<file path="src/rtl/mem_arbiter.sv">
// Two-port memory arbiter: I-side burst refills and D-side burst refills/single stores share one
// external memory port with round-robin arbitration and per-beat ready handshake.
module mem_arbiter #(
  parameter int BURST_LEN = 4,
  parameter int ADDR_W    = 32,
  parameter int DATA_W    = 32
) (
  input  logic              clk,
  input  logic              rst,
  input  logic              i_req,
  input  logic [ADDR_W-1:0] i_addr,
  output logic              i_rvalid,
  output logic [DATA_W-1:0] i_rdata,
  output logic              i_done,
  input  logic              d_req,
  input  logic              d_we,
  input  logic [ADDR_W-1:0] d_addr,
  input  logic [DATA_W-1:0] d_wdata,
  output logic              d_rvalid,
  output logic [DATA_W-1:0] d_rdata,
  output logic              d_done,
  output logic              mem_req,
  output logic              mem_wb,
  output logic [ADDR_W-1:0] mem_addr,
  output logic [DATA_W-1:0] mem_wdata,
  input  logic [DATA_W-1:0] mem_rdata,
  input  logic              mem_ready
);

  localparam int BEAT_W = (BURST_LEN > 1) ? $clog2(BURST_LEN) : 1;

  typedef enum logic [1:0] {
    IDLE   = 2'd0,
    BUSY_I = 2'd1,
    BUSY_D = 2'd2
  } state_t;

  state_t              state_q, state_d;
  logic [BEAT_W-1:0]   beat_q, beat_d;
  logic [ADDR_W-1:0]   base_q, base_d;
  logic                store_q, store_d;
  logic [DATA_W-1:0]   wdata_q, wdata_d;
  logic                last_d_q, last_d_d;   // 1 = D side received the most recent grant
  logic                i_rvalid_q, i_rvalid_d;
  logic [DATA_W-1:0]   i_rdata_q, i_rdata_d;
  logic                i_done_q, i_done_d;
  logic                d_rvalid_q, d_rvalid_d;
  logic [DATA_W-1:0]   d_rdata_q, d_rdata_d;
  logic                d_done_q, d_done_d;

  logic i_elig, d_elig, last_beat;

  // A side whose done pulse is showing this cycle sits out one arbitration round.
  assign i_elig    = i_req & ~i_done_q;
  assign d_elig    = d_req & ~d_done_q;
  assign last_beat = store_q | (beat_q == BEAT_W'(BURST_LEN - 1));

  always_comb begin
    state_d    = state_q;
    beat_d     = beat_q;
    base_d     = base_q;
    store_d    = store_q;
    wdata_d    = wdata_q;
    last_d_d   = last_d_q;
    i_rvalid_d = 1'b0;
    i_rdata_d  = '0;
    i_done_d   = 1'b0;
    d_rvalid_d = 1'b0;
    d_rdata_d  = '0;
    d_done_d   = 1'b0;
    mem_req    = 1'b0;
    mem_wb     = 1'b0;
    mem_addr   = '0;
    mem_wdata  = '0;

    case (state_q)
      IDLE: begin
        if (d_elig && (!i_elig || !last_d_q)) begin
          state_d  = BUSY_D;
          base_d   = d_addr;
          store_d  = d_we;
          wdata_d  = d_wdata;
          beat_d   = '0;
          last_d_d = 1'b1;
        end else if (i_elig) begin
          state_d  = BUSY_I;
          base_d   = i_addr;
          store_d  = 1'b0;
          wdata_d  = '0;
          beat_d   = '0;
          last_d_d = 1'b0;
        end
      end
      BUSY_I, BUSY_D: begin
        mem_req   = 1'b1;
        mem_addr  = base_q + (ADDR_W'(beat_q) << 2);
        mem_wb    = (state_q == BUSY_D) && store_q;
        mem_wdata = mem_wb ? wdata_q : '0;
        if (mem_ready) begin
          if (!store_q) begin
            if (state_q == BUSY_I) begin
              i_rvalid_d = 1'b1;
              i_rdata_d  = mem_rdata;
            end else begin
              d_rvalid_d = 1'b1;
              d_rdata_d  = mem_rdata;
            end
          end
          if (last_beat) begin
            state_d = IDLE;
            if (state_q == BUSY_I) i_done_d = 1'b1;
            else                   d_done_d = 1'b1;
          end else begin
            beat_d = beat_q + BEAT_W'(1);
          end
        end
      end
      default: state_d = IDLE;
    endcase
  end

  // Reset defaults last_d to 0 so the first simultaneous request goes to D.
  always_ff @(posedge clk or negedge rst) begin
    if (!rst) begin
      state_q    <= IDLE;
      beat_q     <= '0;
      base_q     <= '0;
      store_q    <= 1'b0;
      wdata_q    <= '0;
      last_d_q   <= 1'b0;
      i_rvalid_q <= 1'b0;
      i_rdata_q  <= '0;
      i_done_q   <= 1'b0;
      d_rvalid_q <= 1'b0;
      d_rdata_q  <= '0;
      d_done_q   <= 1'b0;
    end else begin
      state_q    <= state_d;
      beat_q     <= beat_d;
      base_q     <= base_d;
      store_q    <= store_d;
      wdata_q    <= wdata_d;
      last_d_q   <= last_d_d;
      i_rvalid_q <= i_rvalid_d;
      i_rdata_q  <= i_rdata_d;
      i_done_q   <= i_done_d;
      d_rvalid_q <= d_rvalid_d;
      d_rdata_q  <= d_rdata_d;
      d_done_q   <= d_done_d;
    end
  end

  assign i_rvalid = i_rvalid_q;
  assign i_rdata  = i_rdata_q;
  assign i_done   = i_done_q;
  assign d_rvalid = d_rvalid_q;
  assign d_rdata  = d_rdata_q;
  assign d_done   = d_done_q;

endmodule

</file>
<file path="config.mk">
export PLATFORM = sky130hd
export DESIGN_NAME = mem_arbiter
export DESIGN_NICKNAME = d
export VERILOG_FILES = /design/src/rtl/mem_arbiter.sv
export SDC_FILE = /design/constraint.sdc
export NUM_CORES = 1
export LEC_CHECK = 0
export ABC_AREA = 1
export CORE_ASPECT_RATIO = 0.9
export CORE_MARGIN = 1.5
export CORE_UTILIZATION = 47
export DETAILED_ROUTE_END_ITERATION = 8
export PLACE_DENSITY = 0.86
export SYNTH_ARGS = -nofsm -noshare
export SYNTH_HDL_FRONTEND = slang
export SYNTH_SLANG_ARGS = --single-unit
</file>
<file path="constraint.sdc">
create_clock -name clk -period 5.8 [get_ports clk]
set_clock_uncertainty 0.05 [all_clocks]
set_input_delay 1.16 -clock clk [delete_from_list [all_inputs] [get_ports clk]]
set_output_delay 1.16 -clock clk [all_outputs]
set_load 0.02 [all_outputs]
</file>
==> results by group <==
STA
  – Unrepaired setup endpoints after global routing: no
  – Final worst setup slack: 1.76 ns
  – Count of final setup violators: 0
  – Actual slew at the worst max-slew pin: 1.13 ns
  – Final-report hold violation count: 0
  – Peak Freq: 247 MHz
  – Final critical-path share of the clock period: 0.697
  – Max Transition Viols Final: 0
  – Total Negative Setup Slacks: 0 ns
  – Relative slew slack: 0.247
  – Final critical path time including I/O delays and setup: 4.04 ns

Power and ir drop
  – Design internal power: 2660 uW
  – Switching Fraction: 0.387
  – Total power per unit cell area: 438 nW/um^2
  – Seq pwr share: 0.332
  – Clock network power share: 0.261
  – Reported leakage power: 0.00470 uW
  – VDD IR max: 298 uV
  – Net switching power figure: 1680 uW
  – Gate power share: 0.407

Floorplan
  – Core region area: 13500 sq um
  – Die height: 115 um
  – Initial Util: 0.487
  – Row count: 40
  – Width of the die: 127 um
  – Die footprint: 14700 sq um
  – Count of boundary I/O pins: 268

Placed design
  – Placer Congestion: 0.910
  – Setup Slack @ Placement: 2.07 ns
  – Detailed-placement wirelength estimate: 13.8 mm
  – Number of placed instances with taps included: 1257
  – Post-placement cell area: 9280 sq um
  – Buffers added on ports: 267

Outcome
  – Result of the run: complete, no violations

Synthesis
  – Library cells used by synthesis: 27
  – Ys Warns: 0
  – Mean instance size in the synthesized netlist: 7.67 sq um
  – Share of synthesized area occupied by flip-flops and latches: 0.527
  – Cell area after synthesis: 6550 sq um
  – Seq cells post-synth: 138
  – Cells after synthesis: 855
  – Area share of the largest cell type after synthesis: 0.527
  – Cell taking the most area after synthesis: sky130_fd_sc_hd__dfrtp_1
  – Top cells by area in the synthesized netlist: sky130_fd_sc_hd__dfrtp_1 (53%), sky130_fd_sc_hd__nand2_1 (13%), sky130_fd_sc_hd__nor2_1 (9.0%)
  – Post-synth net total: 996

Global routing
  – Total congestion overflow: 0
  – First-pass GRT wire length: 30.7 mm
  – Maximum number of pins on one net before global-route repair: 91
  – All-Layer GR Usage: 0.273
  – Number of antenna violations at the first check in global routing: 0
  – Via count of the first global-routing pass: 6357

Clock network
  – Clock transition at path regs: 0.05 ns
  – H-tree levels: 4
  – Root Buffer Master: sky130_fd_sc_hd__clkbuf_16
  – Hold buffer count at cts: 0
  – Clock insertion delay at the later pin of the skew report: 0.41 ns
  – Num Clock Sinks: 138
  – CTS Buf Count: 17
  – Setup repair bufs after CTS: 0
  – CTS Buffer Depth: 2
  – CTS tree: done
  – Number of cells upsized or downsized after cts: 0

Cells and area
  – Syn-to-layout area delta: 51.0%
  – Share of post-route cells with drive strength above 1: 0.0437
  – Antenna fix cells: 0
  – Final instance area: 9900 sq um
  – Final std cells w/o fill: 1289
  – Nets: 1249

Worst setup path
  – Kind of end point of the critical path: primary output
  – Data required time at the worst endpoint: 4.59 ns
  – Crit-path cells: ha_1 > inv_1 > fa_1 > nor2_2 > nand2_2 > nor2_4 > nand2_1 > nand2_1 > nand2_1 > nor2_1 > clkdlybuf4s50_1
  – Type of element launching the critical path: register
  – Worst-path fanout max: 5
  – Arrival time at the worst endpoint: 2.83 ns
  – Critical path class: register to primary output
  – Largest stage delay on the critical path: 0.61 ns
  – Most prevalent standard cell on the critical path: sky130_fd_sc_hd__nand2_1
  – Slowest cell on the critical path: sky130_fd_sc_hd__clkdlybuf4s50_1
  – R2r worst-path depth: 5

Drt
  – First-iteration detailed-routing DRC count: 465
  – Vias per Instance: 4.84
  – Final ANT Viol Nets: 0
  – Via count of the routed design: 6240
  – Post-route DRC violation count: 0
  – Routed length per placed instance: 15.0 um
  – Total wirelength of the detailed-routed design: 19.4 mm
  – Number of iterations in the first detailed-routing pass: 5

Min path
  – Type of the most critical hold path: register to register
  – Cell depth of the worst hold path: 2

Flow run
  – Maximum Capacitance Violations: 0
[cell usage after synthesis]
| library cell | number |
|---|---|
| sky130_fd_sc_hd__a21oi_1 | 16 |
| sky130_fd_sc_hd__a21oi_4 | 1 |
| sky130_fd_sc_hd__and2_1 | 1 |
| sky130_fd_sc_hd__buf_1 | 1 |
| sky130_fd_sc_hd__buf_2 | 15 |
| sky130_fd_sc_hd__buf_4 | 3 |
| sky130_fd_sc_hd__buf_6 | 3 |
| sky130_fd_sc_hd__clkbuf_1 | 15 |
| sky130_fd_sc_hd__dfrtp_1 | 138 |
| sky130_fd_sc_hd__fa_1 | 1 |
| sky130_fd_sc_hd__ha_1 | 6 |
| sky130_fd_sc_hd__inv_1 | 124 |
| sky130_fd_sc_hd__inv_2 | 2 |
| sky130_fd_sc_hd__nand2_1 | 219 |
| sky130_fd_sc_hd__nand2_2 | 1 |
| sky130_fd_sc_hd__nand2_4 | 1 |
| sky130_fd_sc_hd__nand3_1 | 52 |
| sky130_fd_sc_hd__nand3b_1 | 2 |
| sky130_fd_sc_hd__nand4_1 | 1 |
| sky130_fd_sc_hd__nor2_1 | 158 |
| sky130_fd_sc_hd__nor2_2 | 3 |
| sky130_fd_sc_hd__nor2_4 | 5 |
| sky130_fd_sc_hd__nor3_1 | 1 |
| sky130_fd_sc_hd__o21ai_0 | 66 |
| sky130_fd_sc_hd__o21ai_1 | 15 |
| sky130_fd_sc_hd__or2_2 | 2 |
| sky130_fd_sc_hd__xor2_1 | 3 |
[cells by family (layout without fill, tap and decap cells)]
kind of cell	Yosys count	after routing	synth area share
AND/OR/NAND/NOR	446	446	0.277
buffers and inverters	163	429	0.101
flip-flops	138	138	0.527
AO/OA/AOI/OAI	98	98	0.0766
adder cells (fa/ha/maj)	7	7	0.0145
XOR/XNOR	3	3	0.00401
[layout make-up]
cell class              count  area (sq um)
well taps                 168           210
multi-input cells         554          2440
clock inverters             8           131
clock buffers              24           492
inverters                 126           473
fillers                   986          3560
repair buffers            271          2700
flip-flops and latches    138          3450
[power groups by stage]
| stage | combinational [uW] | sequential, uW | clock [uW] |
|---|---|---|---|
| after floorplan | 1020 | 1480 | 0 |
| after global placement | 1720 | 1440 | 0 |
| after detailed placement | 1760 | 1450 | 0 |
| after CTS | 1770 | 1440 | 1150 |
| after global routing | 1960 | 1480 | 1190 |
| final | 1760 | 1440 | 1130 |
[final timing paths]
path	start	end	slack [ns]
worst max register to register	d_done	wdata_q[1]	3.34
min in group asynchronous	rst	base_q[22]	0.75
max in group asynchronous	rst	d_rdata[28]	3.76
worst min-delay path	state_q[0]	state_q[0]	0.49
worst max-delay path	beat_q[0]	mem_addr[28]	1.76
worst min register to register	state_q[0]	state_q[0]	0.49
[through the flow]
| step | hold slack [ns] | util | total power (uW) |
|---|---|---|---|
| finish | 0.486 | 0.735 | 4340 |
| global route | 0.514 | 0.735 | 4620 |
| detailed placement | 0.473 | 0.689 | 3210 |
| floorplan | 0.430 | - | 2490 |
| CTS | 0.489 | 0.735 | 4360 |
| global placement | 0.464 | 0.689 | 3160 |
[worst max-delay path: cells and delay by family (launching register included)]
kind,cells,cell delay [ns]
AND/OR/NAND/NOR,7,0.80
adder cells (fa/ha/maj),2,0.59
flip-flops,1,0.38
buffers and inverters,2,0.66
[registers in the layout (all words and copies together), names as in the netlist]
signal    count
store_q       1
i_done        1
last_d_q      1
state_q       2
d_done        1
wdata_q      32
d_rvalid      1
i_rdata      32
i_rvalid      1
d_rdata      32
beat_q        2
base_q       32
[per-layer routing]
layer / vias to the layer above / wire [um] / track usage / share of wire
li1: 3101 / - / - / -
met3: 34 / 2030 / 0.114 / 0.10
met5: - / 0 / 0 / 0
met4: 0 / 488 / 0.105 / 0.025
met2: 260 / 9540 / 0.475 / 0.49
met1: 2845 / 7310 / 0.298 / 0.38
[cells in the final DEF, fill, tap and decap left out, types with 2 or more instances in the layout]
cell,netlist,final
sky130_fd_sc_hd__clkdlybuf4s50_1,0,266
sky130_fd_sc_hd__nand2_1,219,219
sky130_fd_sc_hd__nor2_1,158,158
sky130_fd_sc_hd__dfrtp_1,138,138
sky130_fd_sc_hd__inv_1,124,124
sky130_fd_sc_hd__o21ai_0,66,66
sky130_fd_sc_hd__nand3_1,52,52
sky130_fd_sc_hd__clkbuf_16,0,17
sky130_fd_sc_hd__a21oi_1,16,16
sky130_fd_sc_hd__o21ai_1,15,15
sky130_fd_sc_hd__ha_1,6,6
sky130_fd_sc_hd__nor2_4,5,5
sky130_fd_sc_hd__clkbuf_8,0,4
sky130_fd_sc_hd__buf_4,3,4
sky130_fd_sc_hd__nor2_2,3,3
sky130_fd_sc_hd__xor2_1,3,3
sky130_fd_sc_hd__clkbuf_1,15,3
sky130_fd_sc_hd__inv_6,0,3
sky130_fd_sc_hd__bufinv_16,0,3
sky130_fd_sc_hd__inv_2,2,2
sky130_fd_sc_hd__nand3b_1,2,2
sky130_fd_sc_hd__or2_2,2,2
sky130_fd_sc_hd__clkinvlp_4,0,2
Power figures use the tool's default switching activity.
